### config.mk
export PLATFORM = sky130hd
export DESIGN_NAME = cam_cfg_sequencer
export DESIGN_NICKNAME = d
export VERILOG_FILES = /design/src/rtl/cam_cfg_pkg.sv /design/src/rtl/cam_cfg_rom.sv /design/src/rtl/cam_cfg_sequencer.sv
export SDC_FILE = /design/constraint.sdc
export NUM_CORES = 1
export LEC_CHECK = 0
export BUFFER_PORTS_ARGS = -buffer_cell sky130_fd_sc_hd__buf_2
export CAP_MARGIN = 40
export CORE_ASPECT_RATIO = 0.75
export CORE_MARGIN = 2
export CORE_UTILIZATION = 35
export CTS_CLUSTER_DIAMETER = 60
export CTS_CLUSTER_SIZE = 14
export DETAILED_ROUTE_END_ITERATION = 16
export GPL_ROUTABILITY_DRIVEN = 0
export HOLD_SLACK_MARGIN = 0.03
export PLACE_DENSITY = 0.59
export SLEW_MARGIN = 20
export SYNTH_ARGS = -nofsm -noshare
export SYNTH_HDL_FRONTEND = slang
export SYNTH_SLANG_ARGS = --single-unit
### constraint.sdc
create_clock -name i_clk -period 5.9 [get_ports i_clk]
set_clock_uncertainty 0.1 [all_clocks]
set_input_delay 0.295 -clock i_clk [delete_from_list [all_inputs] [get_ports i_clk]]
set_output_delay 0.295 -clock i_clk [all_outputs]
set_load 0.1 [all_outputs]
### src/rtl/cam_cfg_pkg.sv
// cam_cfg_pkg: ROM markers, FSM encoding and OV7670 register addresses
package cam_cfg_pkg;
    localparam logic [15:0] ROM_END = 16'hFFFF;
    localparam logic [15:0] ROM_DLY = 16'hFFF0;

    localparam logic [3:0] PWRUP   = 4'd0;
    localparam logic [3:0] IDLE    = 4'd1;
    localparam logic [3:0] FETCH   = 4'd2;
    localparam logic [3:0] DECODE  = 4'd3;
    localparam logic [3:0] SEND    = 4'd4;
    localparam logic [3:0] WAIT_LO = 4'd5;
    localparam logic [3:0] WAIT_HI = 4'd6;
    localparam logic [3:0] DELAY   = 4'd7;
    localparam logic [3:0] DONE    = 4'd8;

    localparam logic [7:0] COM1   = 8'h04;
    localparam logic [7:0] COM3   = 8'h0C;
    localparam logic [7:0] CLKRC  = 8'h11;
    localparam logic [7:0] COM7   = 8'h12;
    localparam logic [7:0] COM9   = 8'h14;
    localparam logic [7:0] TSLB   = 8'h3A;
    localparam logic [7:0] COM13  = 8'h3D;
    localparam logic [7:0] COM15  = 8'h40;
    localparam logic [7:0] MTX1   = 8'h4F;
    localparam logic [7:0] MTX2   = 8'h50;
    localparam logic [7:0] MTX3   = 8'h51;
    localparam logic [7:0] MTX4   = 8'h52;
    localparam logic [7:0] MTX5   = 8'h53;
    localparam logic [7:0] MTX6   = 8'h54;
    localparam logic [7:0] MTXS   = 8'h58;
    localparam logic [7:0] RGB444 = 8'h8C;

    typedef struct packed {
        logic [7:0] addr;
        logic [7:0] data;
    } rom_entry_t;
endpackage

### src/rtl/cam_cfg_rom.sv
// cam_cfg_rom: synchronous-read OV7670 RGB444 register table
module cam_cfg_rom
    import cam_cfg_pkg::*;
#(
    parameter int ROM_AW     = 8,
    parameter bit TEST_TABLE = 1'b0
) (
    input  logic              i_clk,
    input  logic [ROM_AW-1:0] i_addr,
    output logic [15:0]       o_q
);
    function automatic logic [15:0] entry(input int i);
        case (i)
            0:       entry = {COM7, 8'h80};
            1:       entry = ROM_DLY;
            2:       entry = {COM7, 8'h04};
            3:       entry = {RGB444, 8'h02};
            4:       entry = {COM1, 8'h00};
            5:       entry = {COM15, 8'hD0};
            6:       entry = {COM3, 8'h00};
            7:       entry = {CLKRC, 8'h01};
            8:       entry = {TSLB, 8'h04};
            9:       entry = {COM9, 8'h18};
            10:      entry = {MTX1, 8'hB3};
            11:      entry = {MTX2, 8'hB3};
            12:      entry = {MTX3, 8'h00};
            13:      entry = {MTX4, 8'h3D};
            14:      entry = {MTX5, 8'hA7};
            15:      entry = {MTX6, 8'hE4};
            16:      entry = {MTXS, 8'h9E};
            17:      entry = {COM13, 8'hC0};
            default: entry = ROM_END;
        endcase
    endfunction

    // The test table holds a write in every slot and no end marker
    always_ff @(posedge i_clk)
        o_q <= TEST_TABLE ? {8'h01 + 8'(i_addr), 8'hA0 + 8'(i_addr)} : entry(int'(i_addr));
endmodule

### src/rtl/cam_cfg_sequencer.sv
// cam_cfg_sequencer: walks the register ROM, issuing one SCCB write per entry
module cam_cfg_sequencer
    import cam_cfg_pkg::*;
#(
    parameter int CLK_F      = 25_000_000,
    parameter int DELAY_MS   = 10,
    parameter int ROM_AW     = 8,
    parameter bit TEST_TABLE = 1'b0
) (
    input  logic       i_clk,
    input  logic       i_rstn,
    input  logic       i_start,
    input  logic       i_sccb_ready,
    output logic       o_sccb_start,
    output logic [7:0] o_sccb_addr,
    output logic [7:0] o_sccb_data,
    output logic       o_busy,
    output logic       o_done
);
    localparam int DELAY_CYC = (CLK_F / 1000) * DELAY_MS;
    localparam int TW = $clog2(DELAY_CYC + 1);

    logic [3:0]        state;
    logic [ROM_AW-1:0] ptr;
    logic [TW-1:0]     timer;
    logic [15:0]       rom_q;
    rom_entry_t        ent;
    logic              last;
    logic              pwr_end;

    cam_cfg_rom #(.ROM_AW(ROM_AW), .TEST_TABLE(TEST_TABLE)) u_rom (
        .i_clk  (i_clk),
        .i_addr (ptr),
        .o_q    (rom_q)
    );

    assign ent = rom_q;
    assign last = &ptr;
    assign pwr_end = timer == TW'(DELAY_CYC - 1);

    always_ff @(posedge i_clk or negedge i_rstn) begin
        if (!i_rstn) begin
            state <= PWRUP;
            ptr <= '0;
            timer <= '0;
            o_sccb_start <= 1'b0;
            o_sccb_addr <= '0;
            o_sccb_data <= '0;
            o_busy <= 1'b1;
            o_done <= 1'b0;
        end else begin
            o_sccb_start <= 1'b0;
            case (state)
                PWRUP: begin
                    timer <= pwr_end ? '0 : timer + 1'b1;
                    ptr <= '0;
                    if (pwr_end) state <= FETCH;
                end
                IDLE: if (i_start) begin
                    o_done <= 1'b0;
                    o_busy <= 1'b1;
                    ptr <= '0;
                    state <= FETCH;
                end
                FETCH: state <= DECODE;
                DECODE:
                    if (rom_q == ROM_END) state <= DONE;
                    else if (rom_q == ROM_DLY) begin
                        timer <= TW'(DELAY_CYC);
                        state <= DELAY;
                    end else begin
                        o_sccb_addr <= ent.addr;
                        o_sccb_data <= ent.data;
                        state <= SEND;
                    end
                SEND: if (i_sccb_ready) begin
                    o_sccb_start <= 1'b1;
                    state <= WAIT_LO;
                end
                WAIT_LO: if (!i_sccb_ready) state <= WAIT_HI;
                // The last slot finishes the sequence even without an end marker
                WAIT_HI: if (i_sccb_ready) begin
                    ptr <= last ? ptr : ptr + 1'b1;
                    state <= last ? DONE : FETCH;
                end
                DELAY: begin
                    timer <= timer - 1'b1;
                    if (timer == TW'(1)) begin
                        ptr <= last ? ptr : ptr + 1'b1;
                        state <= last ? DONE : FETCH;
                    end
                end
                DONE: begin
                    o_done <= 1'b1;
                    o_busy <= 1'b0;
                    state <= IDLE;
                end
                default: state <= IDLE;
            endcase
        end
    end
endmodule

# Word level (Yosys, flattened, before mapping)
# Memories as Yosys holds them, arrays and structs flattened. A register that Yosys moved wholly into a read port is not among the register bits.
# Index checks and enable logic that the tools add are counted.
# W data, S select, Z words.
# op_classes
addsub	3
n_eq_ne	20
n_mux	25
bitwise	2
reduce_logical	12
# ops
operator	n
$mux W18	3
$pmux W18 S3	1
$eq A16 B16 Y1 const B	2
$mux W4	8
$mux W8	4
$pmux W4 S8	1
$pmux W8 S4	1
$add A18 B1 Y18 const B	1
$eq A18 B1 Y1 const B	1
$eq A18 B18 Y1 const B	1
$sub A18 B1 Y18 const B	1
$eq A4 B3 Y1 const B	4
$ne A2 B2 Y1 const B	8
$add A8 B1 Y8 const B	1
$eq A4 B2 Y1 const B	2
$reduce_and A8 Y1	1
$reduce_and A3 Y1	2
$reduce_and A6 Y1	1
$eq A4 B1 Y1 const B	1
$eq A4 B4 Y1 const B	1
$logic_not A4 Y1	1
$mux W1	4
$pmux W1 S2	2
$reduce_and A4 Y1	1
8 further kinds	9
# totals
register_bits	49
romBits	512
output_inout_bits	19
elab_cells	71
mem_count	1
# mem_list
name	words	word_bits	read_ports	rd_clocked_by_memory_dff	wr	line	rtl
(name not given)	32	16	1	1	0	cam_cfg_rom.sv:13	case (i)

# Depth between registers and ports, before layout
# Gate-level depths: netlist of run 1.
# depth
ltp_word	4
depth_mapped	9

# Modules after synthesis
# A second synthesis of run 1 with hierarchy kept.
# hier_totals
cells_unflattened	418
hier_area_um2	3898.7
# modules_own_cells
module	instances	cells_each	area_each_um2	seq_area_each_um2
cam_cfg_sequencer	1	328	3011.6	1227.4
cam_cfg_rom	1	90	887.1	320.3

# Worst setup path before layout of run 1
# OpenSTA, ideal clock, no wires.
# synth_path
path_type	reg-to-reg
from	register timer[11]
to	register state[0]
arrival_time_ns	2.172
t_required_ns	5.676
slack_ns	3.504
stages_incl_launch_ff	8
n_path_buf	1
period_less_slack_ns	2.396
path_cell_list	dfrtp_1 or4_4 or2_0 buf_2 or4_1 a31o_1 o21ai_1 o21ai_1
# synth_between
elab_chain_len	3
word_cells_on_any_way	5
# synth_rtl
element	line	rtl
start, declared	cam_cfg_sequencer.sv:25	logic [TW-1:0] timer;
start signal, assigned	cam_cfg_sequencer.sv:55	timer <= pwr_end ? '0 : timer + 1'b1;
start signal, assigned	cam_cfg_sequencer.sv:69	timer <= TW'(DELAY_CYC);
start signal, assigned	cam_cfg_sequencer.sv:87	timer <= timer - 1'b1;
$eq A18 B1 Y1 / $eq A18 B18 Y1 (equally long branches)	cam_cfg_sequencer.sv:88, cam_cfg_sequencer.sv:39	
$ne A2 B2 Y1 (no line)	-	
$reduce_and A6 Y1 (no line) (*)	-	
end signal, assigned	cam_cfg_sequencer.sv:84	state <= last ? DONE : FETCH;
end signal, assigned	cam_cfg_sequencer.sv:90	state <= last ? DONE : FETCH;
end, declared	cam_cfg_sequencer.sv:23	logic [3:0] state;
# Every way passes the cells marked *; elsewhere a longest branch is shown, timed or not.
# A chain may end at the register's enable or synchronous reset.

# Worst setup path after layout of run 1
# layout_path
from	register state[2]
to	register ptr[4]
# layout_between
elab_chain_len	3
word_cells_on_any_way	10
# layout_rtl
element	line	rtl
$eq A4 B3 Y1, or another cell as far along	cam_cfg_sequencer.sv:53	case (state)
$reduce_bool A4 Y1 (no line) / $ne A2 B2 Y1 (equally long branches)	-	
$reduce_and A4 Y1 (no line)	-	
end signal, assigned	cam_cfg_sequencer.sv:83	ptr <= last ? ptr : ptr + 1'b1;
end signal, assigned	cam_cfg_sequencer.sv:89	ptr <= last ? ptr : ptr + 1'b1;
end, declared	cam_cfg_sequencer.sv:24	logic [ROM_AW-1:0] ptr;
# Parallel ways exist; a longest one is shown, timed or not.

==> metrics.yaml, run 1 <==
run_status:
  status: "complete, no violations"
pwr:
  p_leak_uw: 0.00179
  powerDensity_nw_per_um2: 562
  ir_worst_vdd_mv: 0.231
timing:
  finalHoldViolations: 0
  finalSetupTns_ns: 0
  fmax_ghz: 0.338
  tightest_slew_ns: 0.749
  fin_crit_sh_pct: 50.2
  hold_slack_ns: 0.230
  slew_headroom_pct: 50.0
  finalSetupViolations: 0
  maxSlewViolCount: 0
  layout_setup_ws_ns: 2.94
  finalCriticalPeriod_ns: 2.96
  rsz0062_at_grt: "false"
setup_path:
  cp.required_ns: 6.00
  end_kind: "flop"
  worstSetupEndpoint: "ptr[4]$_DFFE_PN0P_"
  critPathKind: "reg2reg"
  start_kind: "flop"
  rrSetupSlack_ns: 2.94
  cp_max_fo: 22
  r2r_end: "ptr[4]$_DFFE_PN0P_"
  timing.rr.start: "state[2]$_DFFE_PN0P_"
  crit_start: "state[2]$_DFFE_PN0P_"
  cp_data_arrival_time_ns: 3.06
  reg2reg_depth: 5
routing:
  routedWlPerCell_um: 16.4
  detail-route-antenna-nets: 0
  firstDrtPassIters: 6
  dr_total_vias: 3533
  drc: 0
  wl_um: 9950
  first_iter_violations: 359
  vias_per_cell: 5.84
cells_and_area:
  final_util_pct: 40.4
  final_cells: 605
  nets: 479
  num-fill-cells: 1076
  area_delta_synth_final_pct: 12.6
  layout_commonest_cell: "dfrtp_1"
  drive_above_1_share_pct: 14.8
  diodes: 0
  layout_common_cells: "48 x dfrtp_1, 41 x a21oi_1, 38 x nand2_1, 36 x o21ai_0, 33 x nor2_1"
logic_synthesis:
  synth.area.top_cells: "dfrtp_1 31%, dfxtp_1 8.2%, a21oi_1 5.2%, ha_1 4.8%, o21ai_0 4.6%"
  async_reset_ff_share_pct: 75.4
  ys_ff_latch: 65
  synth-simple-area-share_pct: 21.4
  synth-xor-area-share_pct: 1.12
  synth_edf_count: 0
  synthMuxAreaShare_pct: 5.10
  ys.flop_type: "dfrtp_1"
  synth_area_um2: 3930
  yosysUniqueCellTypes: 65
  yosysWarnings: 0
  seq_area_frac_synth_pct: 39.4
  syn_avg_cell_area_um2: 8.61
  synth-compound-area-share_pct: 23.7
  yosys.area.top_type_share_pct: 30.6
  syn_inst: 456
  synth_adder_area_share_pct: 4.78
  synth_area_leader_cell: "dfrtp_1"
  synth_top_family_by_area: "compound AO/OA/AOI/OAI gates"
  synth_nets: 475
flow_run:
  drv_cap: 0
clocking:
  cts-resized-gates: 0
  clockRootBuffer: "clkbuf_16"
  cts_tree: "done"
  post_cts_buffers: 0
  cts.sinks: 65
  clk_latency_ns: 0.34
  cts_hold_buf: 1
  clock_path_buffers: 2
  htreeDepth: 3
  numCtsBuffers: 9
  clkTransAtPathRegs_ns: 0.06
grt:
  grt.total_usage_pct: 17.5
  grt_max_degree: 50
  grt_antenna_before_repair: 0
  grt_pass1_vias: 3123
  grt_pass1_wl_um: 16700
  grt.overflow.total: 0
die:
  die_x_um: 126
  design.core.area_um2: 10900
  start_util_pct: 35.9
  io_pins: 23
  std_cell_rows: 33
  die_y_um: 95.7
  dieArea_um2: 12100
place:
  hpwl_um: 6870
  port_buffers: 22
  pre_cts_slack_ns: 3.01
  place_inst: 587
worst_hold_path:
  hp-class: "in2reg"
where the power goes:
part	switching (uW)	internal (uW)
registers	209	583
clock network	225	332
logic	782	354
total	1220	1270
through the flow:
step / instance area, um2 / power, uW
2_1_floorplan: 3930 / 1690
3_3_place_gp: 4090 / 1900
3_5_place_dp: 4100 / 1920
4_1_cts: 4420 / 2480
5_1_grt: 4420 / 2650
6_report: 4420 / 2490
layer usage:
metal | wire length (um) | vias to the layer above | GRT usage, %
met1 | 5310 | 1695 | 26.8
li1 | - | 1707 | -
met4 | 135 | 0 | 5.95
met2 | 3960 | 121 | 23.7
met3 | 546 | 10 | 4.17
met5 | 0 | - | 0
worst max-delay path, stage by stage (launching register included):
cell	delay [ns]
dfrtp_1	0.72
nand4b_1	0.72
o211ai_1	0.52
o21bai_1	0.41
or2_2	0.27
o31ai_1	0.07
kinds of logic (layout without fill, tap and decap cells):
group	after synthesis	in the layout
adders and majority gates	15	15
muxes	18	18
and+or+nand+nor	159	159
DFF	65	65
xor gates and xnor gates	5	5
AOI/OAI and AO/OA	148	148
buffers and inverters	46	55
flip-flops by register name, summed over array words and instances, names as in the netlist:
register	cells
o_sccb_data	8
timer	18
o_busy	1
ptr	8
u_rom.o_q	16
o_sccb_start	1
o_done	1
state	4
o_sccb_addr	8
synth_stat cells (all sizes together) (4+ instances only):
cell    number
nand3       16
o211ai       4
or3          5
o31ai       10
a211oi       5
or4          6
dfrtp       48
or2          4
nor3        14
inv         11
a21oi       41
buf          7
ha          15
nand4        9
dfxtp       16
nand2       38
nand2b       4
and3         5
mux2        16
clkbuf      28
and4b        4
nor2        33
o21ai       40
a31oi        8
nor4         6
a21o         6
worst min-delay path by stage:
stage | startpoint | endpoint | slack, ns | cells after the start
2_1_floorplan | i_rstn | o_done$_DFFE_PN0P_ | -0.10 | 0
3_3_place_gp | i_rstn | ptr[5]$_DFFE_PN0P_ | 0.36 | 2
3_5_place_dp | o_busy$_DFFE_PN1P_ | o_busy$_DFFE_PN1P_ | 0.35 | 2
4_1_cts | i_sccb_ready | state[1]$_DFFE_PN0P_ | 0.22 | 4
5_1_grt | i_sccb_ready | o_sccb_start$_DFF_PN0_ | 0.25 | 2
6_report | i_sccb_ready | o_sccb_start$_DFF_PN0_ | 0.23 | 2
final cells by class:
class	count	area [um2]	share of cell area (%)
clock buffers	9	225	5.09
clock inverters	7	77.6	1.75
inverters	11	41.3	0.934
multi-input cells	345	2200	49.7
flip-flops and latches	65	1550	35.0
well taps	140	175	3.96
repair buffers	28	155	3.51
Power figures use the tool's default switching activity.
==> run 2: changes to the inputs <==
PLACE_DENSITY = 0.61   (was 0.59)
clock period = 2.57 ns   (was 5.9 ns; I/O delays follow)
==> run 2 against run 1 <==
Total power increased by 140%. Core utilization increased by 2.7 points. Wire length increased by 5.3%. Fmax increased by 22%. Critical path depth increased by 1. Non-clock buffer count increased by 33. Critical path type unchanged. Highest routed layer unchanged.
==> metrics.yaml, run 2 (synthesis results as in run 1) <==
cells_and_area:
  diodes: 0  # unchanged
  design_area_um2: 4720  # was 4420 um2
  layout_common_cells: "48 x dfrtp_1, 41 x a21oi_1, 38 x nand2_1, 37 x buf_4, 36 x o21ai_0"  # was 48 x dfrtp_1, 41 x a21oi_1, 38 x nand2_1, 36 x o21ai_0, 33 x nor2_1
  nets: 512  # was 479
  largest_reg_flops: 18  # unchanged
  final_util_pct: 43.1  # was 40.4%
  top_register: "timer"  # unchanged
  top_regs: "timer: 18 flops, u_rom.o_q: 16 flops"  # unchanged
  drive_above_1_share_pct: 21.3  # was 14.8%
  layout_commonest_cell: "dfrtp_1"  # unchanged
  area_delta_synth_final_pct: 20.1  # was 12.6%
setup_path:
  end_kind: "flop"  # unchanged
  cp_data_arrival_time_ns: 2.54  # was 3.06 ns
  cp_max_fo: 5  # was 22
  start_kind: "flop"  # unchanged
  r2r_end: "state[0]$_DFFE_PN0P_"  # was ptr[4]$_DFFE_PN0P_
  rrSetupSlack_ns: 0.14  # was 2.94 ns
  critPathKind: "reg2reg"  # unchanged
  cp.required_ns: 2.68  # was 6.00 ns
  timing.rr.start: "timer[10]$_DFFE_PN0P_"  # was state[2]$_DFFE_PN0P_
  reg2reg_depth: 6  # was 5
worst_hold_path:
  min_to: "o_sccb_start$_DFF_PN0_"  # unchanged
  min_path_cells: 2  # unchanged
  hp-class: "in2reg"  # unchanged
  hold_start: "i_sccb_ready"  # unchanged
pwr:
  ir_worst_vdd_mv: 0.621  # was 0.231 mV
  power.switching_uw: 2900  # was 1220 uW
  pwr-share-clk_pct: 21.1  # was 22.4%
  p_leak_uw: 0.00197  # was 0.00179 uW
  p_int_uw: 3160  # was 1270 uW
  switching_share_pct: 47.9  # was 49.0%
  powerDensity_nw_per_um2: 1280  # was 562 nW/um2
  p_comb_share_pct: 51.6  # was 45.7%
  seq_power_share_pct: 27.3  # was 31.9%
routing:
  wl_um: 10500  # was 9950 um
  routedWlPerCell_um: 16.4  # about the same
  detail-route-antenna-nets: 0  # unchanged
  vias_per_cell: 5.76  # was 5.84
  drc: 0  # unchanged
  first_iter_violations: 247  # was 359
  dr_total_vias: 3674  # was 3533
  firstDrtPassIters: 5  # was 6
place:
  hpwl_um: 7580  # was 6870 um
  place_area_um2: 4370  # was 4100 um2
  port_buffers: 22  # unchanged
grt:
  grt.total_usage_pct: 18.4  # was 17.5%
  grt_max_degree: 25  # was 50
  grt_pass1_wl_um: 17600  # was 16700 um
  grt_pass1_vias: 3405  # was 3123
  grt.overflow.total: 0  # unchanged
  grt_antenna_before_repair: 0  # unchanged
clocking:
  clk_latency_ns: 0.34  # about the same
  cts.sinks: 65  # unchanged
  clockRootBuffer: "clkbuf_16"  # unchanged
  clock_path_buffers: 2  # unchanged
  clkTransAtPathRegs_ns: 0.06  # about the same
  numCtsBuffers: 9  # unchanged
  htreeDepth: 3  # unchanged
  cts_tree: "done"  # unchanged
die:
  io_pins: 23  # unchanged
  die_y_um: 95.7  # unchanged
  start_util_pct: 35.9  # unchanged
  die_x_um: 126  # unchanged
  design.core.area_um2: 10900  # unchanged
  dieArea_um2: 12100  # unchanged
  std_cell_rows: 33  # unchanged
timing:
  finalSetupViolations: 0  # unchanged
  tightest_slew_ns: 0.662  # was 0.749 ns
  finalSetupTns_ns: 0  # unchanged
  fmax_ghz: 0.412  # was 0.338 GHz
  maxSlewViolCount: 0  # unchanged
  fin_crit_sh_pct: 94.5  # was 50.2%
  slew_headroom_pct: 54.7  # was 50.0%
  rsz0062_at_grt: "false"  # unchanged
  hold_slack_ns: 0.0891  # was 0.230 ns
  finalCriticalPeriod_ns: 2.43  # was 2.96 ns
  finalHoldViolations: 0  # unchanged
run_status:
  status: "complete, no violations"  # unchanged
flow_run:
  drv_cap: 0  # unchanged
run 2: cell type report:
class	instances	area [um2]
Clock buffer	9	225
Fill cell	1067	6220
Clock inverter	7	85.1
Inverter	11	41.3
Sequential cell	65	1550
Multi-Input combinational cell	345	2220
Tap cell	140	175
Timing Repair Buffer	61	418
run 2: power groups by stage:
stage	sequential (uW)	combinational [uW]	clock [uW]
after global routing	1710	3380	1360
after detailed placement	1660	3050	0
after CTS	1640	3080	1310
final	1650	3130	1280
after floorplan	2280	1600	0
after global placement	1650	3020	0
run 2: critical path, stage by stage (launching register included):
cell and delay [ns]:
dfrtp_1 0.37, or4_4 0.58, or2_0 0.28, or4_1 0.52, a31o_1 0.25, o21ai_1 0.14, o21ai_1 0.07
run 2: through the flow:
stage | setup slack [ns] | cells | power (uW)
after floorplan | 0.174 | 456 | 3870
after global placement | 0.158 | 620 | 4670
after detailed placement | 0.106 | 621 | 4710
after CTS | 0.0918 | 638 | 6020
after global routing | 0.0480 | 638 | 6440
final | 0.141 | 638 | 6060
run 2: repair_timing:
action | in CTS | in global routing
setup buffers | 0 | 0
endpoints found under the setup margin | 0 | 4
hold buffers | 1 | 0
resized for setup | 0 | 5
hold endpoints to repair | 22 | 0
run 2: worst max path at each step:
stage,from,end,slack (ns),cells past startpoint
2_1_floorplan,timer[11]$_DFFE_PN0P_,state[0]$_DFFE_PN0P_,0.17,7
3_3_place_gp,timer[10]$_DFFE_PN0P_,timer[7]$_DFFE_PN0P_,0.16,8
3_5_place_dp,timer[10]$_DFFE_PN0P_,ptr[5]$_DFFE_PN0P_,0.11,6
4_1_cts,timer[10]$_DFFE_PN0P_,ptr[5]$_DFFE_PN0P_,0.09,6
5_1_grt,timer[10]$_DFFE_PN0P_,ptr[5]$_DFFE_PN0P_,0.05,6
6_report,timer[10]$_DFFE_PN0P_,state[0]$_DFFE_PN0P_,0.14,6
run 2: routing by layer:
metal | track usage [%] | up-vias | part of all wire [%]
met3 | 4.50 | 22 | 6.9
met5 | 0 | - | 0
li1 | - | 1775 | -
met2 | 25.7 | 143 | 40
met4 | 6.14 | 0 | 1.3
met1 | 27.6 | 1734 | 52
==> run 3: changes to the inputs <==
REMOVE_ABC_BUFFERS = 1   (was unset)
==> run 3 against run 2 <==
Cell count is 0.47% lower. First-iteration DRC count is 55% higher. Register-to-register slack hardly changed. Largest cell class unchanged. Highest routed layer unchanged.
==> metrics.yaml, run 3 (synthesis results as in run 1) <==
setup_path:
  cp_slowest_cell: "or3_1"  # was or4_4
  critPathTopFamily: "compound AO/OA/AOI/OAI gates"  # was simple AND/OR/NAND/NOR gates
  cp_max_fo: 6  # was 5
  cp_cell_sequence: "or3_1, o41ai_2, o211ai_1, o21bai_1, or2_2, o41ai_2"  # was or4_4, or2_0, or4_1, a31o_1, o21ai_1, o21ai_1
  worst-path-buf-inv: 0  # unchanged
  end_kind: "flop"  # unchanged
  critPathKind: "reg2reg"  # unchanged
  cp.required_ns: 2.70  # was 2.68 ns
  cp_data_arrival_time_ns: 2.55  # was 2.54 ns
  cpPeakStageDelay_ns: 0.49  # was 0.58 ns
  start_kind: "flop"  # unchanged
  cp_common_cell: "o41ai_2"  # was o21ai_1
die:
  die_x_um: 126  # unchanged
  std_cell_rows: 33  # unchanged
  design.core.area_um2: 10900  # unchanged
  die_y_um: 95.7  # unchanged
  io_pins: 23  # unchanged
  start_util_pct: 35.9  # unchanged
  dieArea_um2: 12100  # unchanged
timing:
  maxSlewViolCount: 0  # unchanged
  slew_headroom_pct: 57.0  # was 54.7%
  fmax_ghz: 0.412  # about the same
  finalHoldViolations: 0  # unchanged
  finalSetupTns_ns: 0  # unchanged
  rsz0062_at_grt: "false"  # unchanged
  finalCriticalPeriod_ns: 2.42  # was 2.43 ns
  layout_setup_ws_ns: 0.146  # was 0.141 ns
  finalSetupViolations: 0  # unchanged
  fin_crit_sh_pct: 94.3  # was 94.5%
  tightest_slew_ns: 0.639  # was 0.662 ns
clocking:
  htreeDepth: 3  # unchanged
  numCtsBuffers: 9  # unchanged
  clk_latency_ns: 0.34  # about the same
  clockRootBuffer: "clkbuf_16"  # unchanged
  clock_path_buffers: 2  # unchanged
  cts.sinks: 65  # unchanged
  cts_tree: "done"  # unchanged
  clkTransAtPathRegs_ns: 0.06  # about the same
routing:
  vias_per_cell: 5.88  # was 5.76
  routedWlPerCell_um: 17.2  # was 16.4 um
  dr_total_vias: 3732  # was 3674
  detail-route-antenna-nets: 0  # unchanged
  wl_um: 10900  # was 10500 um
  drc: 0  # unchanged
  first_iter_violations: 382  # was 247
  firstDrtPassIters: 6  # was 5
cells_and_area:
  diodes: 0  # unchanged
  regArea_um2: 1550  # unchanged
  nets: 509  # was 512
  num-fill-cells: 1058  # was 1067
  largest_reg_flops: 18  # unchanged
  design_area_um2: 4680  # was 4720 um2
  multi_input_area_um2: 2220  # about the same
  drive_above_1_share_pct: 20.6  # was 21.3%
  top_register: "timer"  # unchanged
  layout_common_cells: "48 x dfrtp_1, 41 x a21oi_1, 38 x nand2_1, 36 x o21ai_0, 35 x buf_4"  # was 48 x dfrtp_1, 41 x a21oi_1, 38 x nand2_1, 37 x buf_4, 36 x o21ai_0
  layout_commonest_cell: "dfrtp_1"  # unchanged
  top_regs: "timer: 18 flops, u_rom.o_q: 16 flops"  # unchanged
  area_delta_synth_final_pct: 19.2  # was 20.1%
worst_hold_path:
  hp-class: "in2reg"  # unchanged
pwr:
  p_leak_uw: 0.00196  # was 0.00197 uW
  ir_worst_vdd_mv: 0.538  # was 0.621 mV
  powerDensity_nw_per_um2: 1270  # was 1280 nW/um2
flow_run:
  drv_cap: 0  # unchanged
grt:
  grt_pass1_wl_um: 18200  # was 17600 um
  grt.total_usage_pct: 18.9  # was 18.4%
  grt_pass1_vias: 3474  # was 3405
  grt_antenna_before_repair: 0  # unchanged
  grt.overflow.total: 0  # unchanged
  grt_max_degree: 25  # unchanged
place:
  port_buffers: 22  # unchanged
  hpwl_um: 7930  # was 7580 um
  pre_cts_slack_ns: 0.0292  # was 0.106 ns
  place_area_um2: 4340  # was 4370 um2
run_status:
  status: "complete, no violations"  # unchanged
==> run 3: cell types whose count changed in the layout (fill, tap and decap cells not counted) <==
cell / change
nor3_2: -1
nor3_1: +1
buf_12: -1
buf_4: -2
o41ai_1: -1
o41ai_2: +1
a221oi_2: -1
a221oi_1: +1
==> run 3: layout make-up <==
| cell class | instances | share of cell area, % |
|---|---|---|
| tap | 140 | 3.74 |
| inverter | 11 | 0.883 |
| sequential | 65 | 33.1 |
| clock buffer | 9 | 4.81 |
| timing repair buffer | 58 | 8.18 |
| clock inverter | 7 | 1.82 |
| multi-input combinational | 345 | 47.5 |
==> run 3: final timing paths <==
kind | from | endpoint | slack [ns] | cells past startpoint
max | timer[6]$_DFFE_PN0P_ | ptr[5]$_DFFE_PN0P_ | 0.15 | 6
min | i_sccb_ready | o_sccb_start$_DFF_PN0_ | 0.08 | 2
max reg2reg | timer[6]$_DFFE_PN0P_ | ptr[5]$_DFFE_PN0P_ | 0.15 | 6
min reg2reg | o_busy$_DFFE_PN1P_ | o_busy$_DFFE_PN1P_ | 0.38 | 2
max in group asynchronous | i_rstn | o_busy$_DFFE_PN1P_ | 1.49 | 3
min in group asynchronous | i_rstn | o_sccb_start$_DFF_PN0_ | 0.21 | 2
==> run 3: repair_timing <==
action	in CTS	in global routing
hold buffers	1	0
endpoints found under the setup margin	0	5
buffers inserted	0	0
gates resized for setup	0	4
hold endpoints to repair	19	0
==> run 3: routing by layer <==
layer	vias to the layer above	track usage [%]	part of all wire (%)	wire length, um
met2	129	27.7	43	4670
met4	0	5.86	1.3	138
met5	-	0	0	0
met3	13	4.67	5.9	640
li1	1767	-	-	-
met1	1823	27.5	50	5470
==> run 3: through the flow <==
stage                     instances  util [%]  hold slack, ns  power, uW
final                           635      42.8          0.0778       5950
after global routing            635      42.8          0.0794       6330
after CTS                       635      42.6          0.0724       5950
after detailed placement        618      39.6          0.0386       4640
after global placement          618      39.6          0.0421       4570
after floorplan                 421         -          -0.267       3770
==> run 3: power by group <==
part           switching (uW)  total [uW]  internal (uW)
clock                     511        1280            771
sequential                352        1690           1340
combinational            2010        2980            972
total                    2870        5950           3080
